`src/rtl/mdu_div_unit.sv`:
```
`default_nettype none
// ============================================================================
// Module   : mdu_div_unit
// Purpose  : Iterative restoring divider (DIV/DIVU/REM/REMU) with ROB tag,
//            valid/ready in and out, flush, and fast path for /0 and overflow.
// Revision : 1.0
// ============================================================================
module mdu_div_unit #(
    parameter int XLEN           = 32,
    parameter int TAG_W          = 6,
    parameter int BITS_PER_CYCLE = 1
) (
    input  logic             clk,
    input  logic             rst,
    input  logic             flush,
    input  logic             in_valid,
    output logic             in_ready,
    input  logic [1:0]       in_op,
    input  logic [XLEN-1:0]  in_rs1,
    input  logic [XLEN-1:0]  in_rs2,
    input  logic [TAG_W-1:0] in_tag,
    output logic             out_valid,
    input  logic             out_ready,
    output logic [XLEN-1:0]  out_result,
    output logic [TAG_W-1:0] out_tag
);

    localparam int STEPS = XLEN / BITS_PER_CYCLE;
    localparam int CNT_W = $clog2(STEPS) + 1;
    localparam logic [CNT_W-1:0] LAST_CNT = CNT_W'(STEPS - 1);
    localparam logic [XLEN-1:0]  INT_MIN  = {1'b1, {(XLEN-1){1'b0}}};

    localparam logic [1:0] S_IDLE = 2'd0;
    localparam logic [1:0] S_BUSY = 2'd1;
    localparam logic [1:0] S_DONE = 2'd2;

    logic [1:0]       state_q, state_d;
    logic [CNT_W-1:0] cnt_q, cnt_d;
    logic             is_rem_q, is_rem_d;
    logic             neg_quo_q, neg_quo_d;
    logic             neg_rem_q, neg_rem_d;
    logic [XLEN-1:0]  divisor_q, divisor_d;
    logic [XLEN-1:0]  quo_q, quo_d;
    logic [XLEN-1:0]  rem_q, rem_d;
    logic [TAG_W-1:0] tag_q, tag_d;
    logic             out_valid_q, out_valid_d;
    logic [XLEN-1:0]  out_result_q, out_result_d;
    logic [TAG_W-1:0] out_tag_q, out_tag_d;

    logic             accept;
    logic             signed_op;
    logic             rs1_neg, rs2_neg;
    logic [XLEN-1:0]  abs1, abs2;
    logic             div_zero, overflow, special;
    logic [XLEN-1:0]  special_result;
    logic [XLEN-1:0]  step_quo, step_rem;
    logic [XLEN:0]    shifted;
    logic [XLEN-1:0]  fin_quo, fin_rem, fin_result;

    assign in_ready   = (state_q == S_IDLE);
    assign out_valid  = out_valid_q;
    assign out_result = out_result_q;
    assign out_tag    = out_tag_q;

    assign accept    = in_valid & in_ready & ~flush;
    assign signed_op = ~in_op[0];
    assign rs1_neg   = signed_op & in_rs1[XLEN-1];
    assign rs2_neg   = signed_op & in_rs2[XLEN-1];
    // -INT_MIN wraps back to INT_MIN, which is exactly its unsigned magnitude
    assign abs1      = rs1_neg ? -in_rs1 : in_rs1;
    assign abs2      = rs2_neg ? -in_rs2 : in_rs2;
    assign div_zero  = (in_rs2 == '0);
    assign overflow  = signed_op & (in_rs1 == INT_MIN) & (&in_rs2);
    assign special   = div_zero | overflow;

    always_comb begin
        special_result = '0;
        if (div_zero) begin
            special_result = in_op[1] ? in_rs1 : '1;
        end else begin
            special_result = in_op[1] ? '0 : in_rs1;
        end
    end

    // Dividend bits shift out of quo's top while quotient bits fill its bottom
    always_comb begin
        step_quo = quo_q;
        step_rem = rem_q;
        shifted  = '0;
        for (int i = 0; i < BITS_PER_CYCLE; i++) begin
            shifted  = {step_rem, step_quo[XLEN-1]};
            step_quo = {step_quo[XLEN-2:0], 1'b0};
            if (shifted >= {1'b0, divisor_q}) begin
                shifted     = shifted - {1'b0, divisor_q};
                step_quo[0] = 1'b1;
            end
            step_rem = shifted[XLEN-1:0];
        end
    end

    assign fin_quo    = neg_quo_q ? -step_quo : step_quo;
    assign fin_rem    = neg_rem_q ? -step_rem : step_rem;
    assign fin_result = is_rem_q ? fin_rem : fin_quo;

    always_comb begin
        state_d      = state_q;
        cnt_d        = cnt_q;
        is_rem_d     = is_rem_q;
        neg_quo_d    = neg_quo_q;
        neg_rem_d    = neg_rem_q;
        divisor_d    = divisor_q;
        quo_d        = quo_q;
        rem_d        = rem_q;
        tag_d        = tag_q;
        out_valid_d  = out_valid_q;
        out_result_d = out_result_q;
        out_tag_d    = out_tag_q;

        case (state_q)
            S_IDLE: begin
                if (accept) begin
                    tag_d    = in_tag;
                    is_rem_d = in_op[1];
                    if (special) begin
                        state_d      = S_DONE;
                        out_valid_d  = 1'b1;
                        out_result_d = special_result;
                        out_tag_d    = in_tag;
                    end else begin
                        state_d   = S_BUSY;
                        cnt_d     = '0;
                        quo_d     = abs1;
                        rem_d     = '0;
                        divisor_d = abs2;
                        neg_quo_d = rs1_neg ^ rs2_neg;
                        neg_rem_d = rs1_neg;
                    end
                end
            end
            S_BUSY: begin
                quo_d = step_quo;
                rem_d = step_rem;
                cnt_d = cnt_q + CNT_W'(1);
                if (cnt_q == LAST_CNT) begin
                    state_d      = S_DONE;
                    out_valid_d  = 1'b1;
                    out_result_d = fin_result;
                    out_tag_d    = tag_q;
                end
            end
            S_DONE: begin
                if (out_ready) begin
                    state_d     = S_IDLE;
                    out_valid_d = 1'b0;
                end
            end
            default: begin
                state_d     = S_IDLE;
                out_valid_d = 1'b0;
            end
        endcase

        if (flush) begin
            state_d     = S_IDLE;
            out_valid_d = 1'b0;
        end
    end

    always_ff @(posedge clk) begin
        if (rst) begin
            state_q      <= S_IDLE;
            cnt_q        <= '0;
            is_rem_q     <= 1'b0;
            neg_quo_q    <= 1'b0;
            neg_rem_q    <= 1'b0;
            divisor_q    <= '0;
            quo_q        <= '0;
            rem_q        <= '0;
            tag_q        <= '0;
            out_valid_q  <= 1'b0;
            out_result_q <= '0;
            out_tag_q    <= '0;
        end else begin
            state_q      <= state_d;
            cnt_q        <= cnt_d;
            is_rem_q     <= is_rem_d;
            neg_quo_q    <= neg_quo_d;
            neg_rem_q    <= neg_rem_d;
            divisor_q    <= divisor_d;
            quo_q        <= quo_d;
            rem_q        <= rem_d;
            tag_q        <= tag_d;
            out_valid_q  <= out_valid_d;
            out_result_q <= out_result_d;
            out_tag_q    <= out_tag_d;
        end
    end

endmodule
`default_nettype wire

```
`config.mk`:
```
export PLATFORM = sky130hd
export DESIGN_NAME = mdu_div_unit
export DESIGN_NICKNAME = d
export VERILOG_FILES = /design/src/rtl/mdu_div_unit.sv
export SDC_FILE = /design/constraint.sdc
export NUM_CORES = 1
export LEC_CHECK = 0
export CORE_UTILIZATION = 40
export CTS_CLUSTER_SIZE = 14
export DETAILED_ROUTE_END_ITERATION = 6
export HOLD_SLACK_MARGIN = 0.05
export PLACE_DENSITY = 0.64
export SETUP_SLACK_MARGIN = 0.1
export SYNTH_ARGS = -nofsm -noshare
export SYNTH_HDL_FRONTEND = slang
export SYNTH_SLANG_ARGS = --single-unit
```
`constraint.sdc`:
```
create_clock -name clk -period 6.75 [get_ports clk]
set_clock_uncertainty 0.2 [all_clocks]
set_input_delay 1.0125 -clock clk [delete_from_list [all_inputs] [get_ports clk]]
set_output_delay 1.0125 -clock clk [all_outputs]
set_load 0.01 [all_outputs]
```
==> flow_metrics.tcl <==
set metrics [dict create \
    final_core_util_pct 46.95 \
    setup_viol 0 \
    drc 0 \
    synth_edf_count 0 \
    status "finished, final reports clean" \
    finalCriticalPeriod_ps 5568 \
    crit_slowest_cell "ha_1" \
    powerDensity_nw_per_um2 213.4 \
    synth_top_area_share_pct 24.54 \
    hp-class "flip-flop to flip-flop" \
    cts_tree "built" \
    syn_nets 1807 \
    holdWs_ps 253.8 \
    grtUsageTotal_pct 27.38 \
    synth-main-ff-cell "dfxtp_1" \
    r2r_cells 14 \
    ys_ff_latch 152 \
    r2r-start "rem_q[2]" \
    cp.arrival_ps 5660 \
    grt-ovfl-total 0 \
    dp_worst_setup_slack_ps 1167 \
    cpPeakStageDelay_ps 560 \
    globalplace.congestion 0.9645 \
    rsz0062_at_grt "false" \
    areaGrowthSynthToFinish_pct 15.52 \
    start_util_pct 40.65 \
    clock_sinks 152 \
    tightest_slew_ps 1014 \
    cts.path.max_buffers 2 \
    drt_wl_total_mm 43.45 \
    hold_violations 0 \
    fillers 3044 \
    crit_type "flip-flop to flip-flop" \
    power.total_uw 3057 \
    hold_depth 2 \
    die_x_um 178.1 \
    antenna_found_initial 2 \
    syn_inst 1691 \
    post-cts-setup-buffers 0 \
    antenna_left 0 \
    synth_cell_types 96 \
    reg2reg_setup_slack_ps 1180 \
    die_h_um 178.1 \
    start_kind "flip-flop" \
    grt_max_degree 87 \
    fin_nets 1843 \
    synthTopCellsByArea "dfxtp_1 25%, nor2_1 7.7%, xnor2_1 5.0%, nand2_1 4.8%, a21oi_1 4.2%" \
    fin_crit_sh_pct 82.50 \
    cts_resized 0 \
    fin_setup_tns_ps 0 \
    io_buffers 116 \
    ys_seq_area_share_pct 24.54 \
    antenna_cells 0 \
    grt_pass1_wl_mm 67.43 \
    end_kind "flip-flop" \
    hpwlAfterDp_mm 32.66 \
    min_from "tag_q[2]" \
    drt-initial-drc-count 1399 \
    vdd_drop_max_mv 0.1975 \
    cp.buffers_inverters 2 \
    cts-hold-fix-buffers 0 \
    worst_slack_ps 1182 \
    rows 64 \
    core_um2 30510 \
    clock.fmax_mhz 179.6 \
    num_vias 13150 \
    min_to "tag_q[2]" \
    required_ps 6840 \
    path_max_fanout 47 \
    via_per_inst 6.154 \
    slew_violations 0 \
    yosysWarnings 0 \
    syn_avg_cell_area_um2 7.333 \
    htreeDepth 4 \
    max_cap_violations 0 \
    cts.clk_slew.worst_paths_ps 70 \
    io_pins 117 \
    critPathTopFamily "compound AO/OA/AOI/OAI gates" \
    synth_area_um2 12400 \
    async_flop_share_pct 0 \
    crit_chain "ha_1 > nand4_1 > nor4_1 > a41oi_1 > o21a_1 > nand2_2 > buf_4 > inv_2 > o31ai_1 > o21ai_0 > nor3_1 > o21ai_0 > a221oi_1 > nor3_1" \
    detail_route.wl_per_cell_um 20.34 \
    drive_gt1_share_pct 5.402 \
    max-slew-margin-rel_pct 32.16 \
    reg2reg_to "out_result[23]" \
    clk_latency_ps 440 \
    cts_made_buffers 17 \
    yosys.area.top_type "dfxtp_1" \
    root_buffer "clkbuf_16" \
    grt_pass1_vias 12020 \
    leakagePower_uw 0.005174 \
    dr.pass1.iters 6 \
    die_area_um2 31710 \
]
## Yosys cell counts (all sizes together), types with 26 or more instances
| cell type | count |
|---|---|
| nor2 | 255 |
| nand2 | 161 |
| dfxtp | 152 |
| a21oi | 109 |
| clkbuf | 85 |
| o21ai | 83 |
| xnor2 | 71 |
| a211oi | 64 |
| inv | 58 |
| xor2 | 57 |
| nor3 | 52 |
| nand3 | 41 |
| ha | 38 |
| a221oi | 36 |
| a31oi | 36 |
| buf | 32 |
| mux2i | 28 |
| nand4 | 26 |
| o31ai | 26 |
## worst min-delay path, cell delays in order (launching register included)
cell and delay (ps):
dfxtp_1 310, nand2_1 50, a21oi_1 50
## routing by layer
layer / track usage (%) / share of wire, % / up-vias
li1: - / - / 6262
met2: 41.37 / 43 / 582
met1: 38.95 / 46 / 6220
met4: 9.758 / 3.0 / 2
met5: 0 / 0.025 / -
met3: 4.284 / 7.5 / 79
## sequential cells by signal, indices dropped and copies added (netlist names)
register	count
cnt_q	6
divisor_q	32
is_rem_q	1
neg_quo_q	1
neg_rem_q	1
out_result	32
out_tag	6
out_valid	1
quo_q	32
rem_q	32
state_q	2
tag_q	6
## cells by family after synthesis
group | count (synthesis) | synth area share [%]
buf+inv | 175 | 5.701
simple gates | 659 | 24.79
fa+ha+maj | 62 | 5.852
compound gates | 482 | 27.36
xor+xnor | 128 | 9.040
flops | 152 | 24.54
mux | 33 | 2.714
## report_power, final
part	internal [µW]	leakage [µW]	switching, µW	total, µW
Clock	562	0.000285	437	1000
Combinational	397	0.00365	692	1090
Sequential	934	0.00124	34.1	968
Total	1890	0.00517	1160	3060
## through the flow
step	area [µm²]	instances
floorplan	12400	1691
global placement	13730	2104
detailed placement	13730	2104
CTS	14330	2136
global route	14330	2136
finish	14330	2136
## cell type report
| cell class | instances | area, µm² | area share, % |
|---|---|---|---|
| inverters | 58 | 217.7 | 1.520 |
| multi-input cells | 1364 | 8678 | 60.58 |
| flip-flops and latches | 152 | 3043 | 21.24 |
| repair buffers | 134 | 1294 | 9.031 |
| clock inverters | 14 | 157.7 | 1.101 |
| clock buffers | 18 | 439.2 | 3.066 |
| well taps | 396 | 495.5 | 3.459 |
## layout by cell type (no fill, tap or decap), drive strengths merged, types with 23 or more instances in the layout
cell type	Yosys	layout
a31oi	36	36
clkdlybuf4s50	0	115
nand4	26	26
inv	58	65
nor3	52	52
nor2	255	255
a221oi	36	36
dfxtp	152	152
o31ai	26	26
nand2	161	161
xor2	57	57
a21oi	109	109
a211oi	64	64
mux2i	28	28
maj3	23	23
o21ai	83	83
ha	38	38
xnor2	71	71
nand3	41	41
## worst max-delay path by stage
| stage | start | endpoint | cells after the start |
|---|---|---|---|
| global route | rem_q[2] | out_result[23] | 14 |
| global placement | in_rs2[1] | quo_q[27] | 15 |
| floorplan | divisor_q[1] | out_result[30] | 20 |
| CTS | rem_q[11] | out_result[24] | 16 |
| finish | rem_q[2] | out_result[23] | 14 |
| detailed placement | in_rs2[0] | quo_q[27] | 15 |
Note: power is estimated with default switching activity, not from simulation.
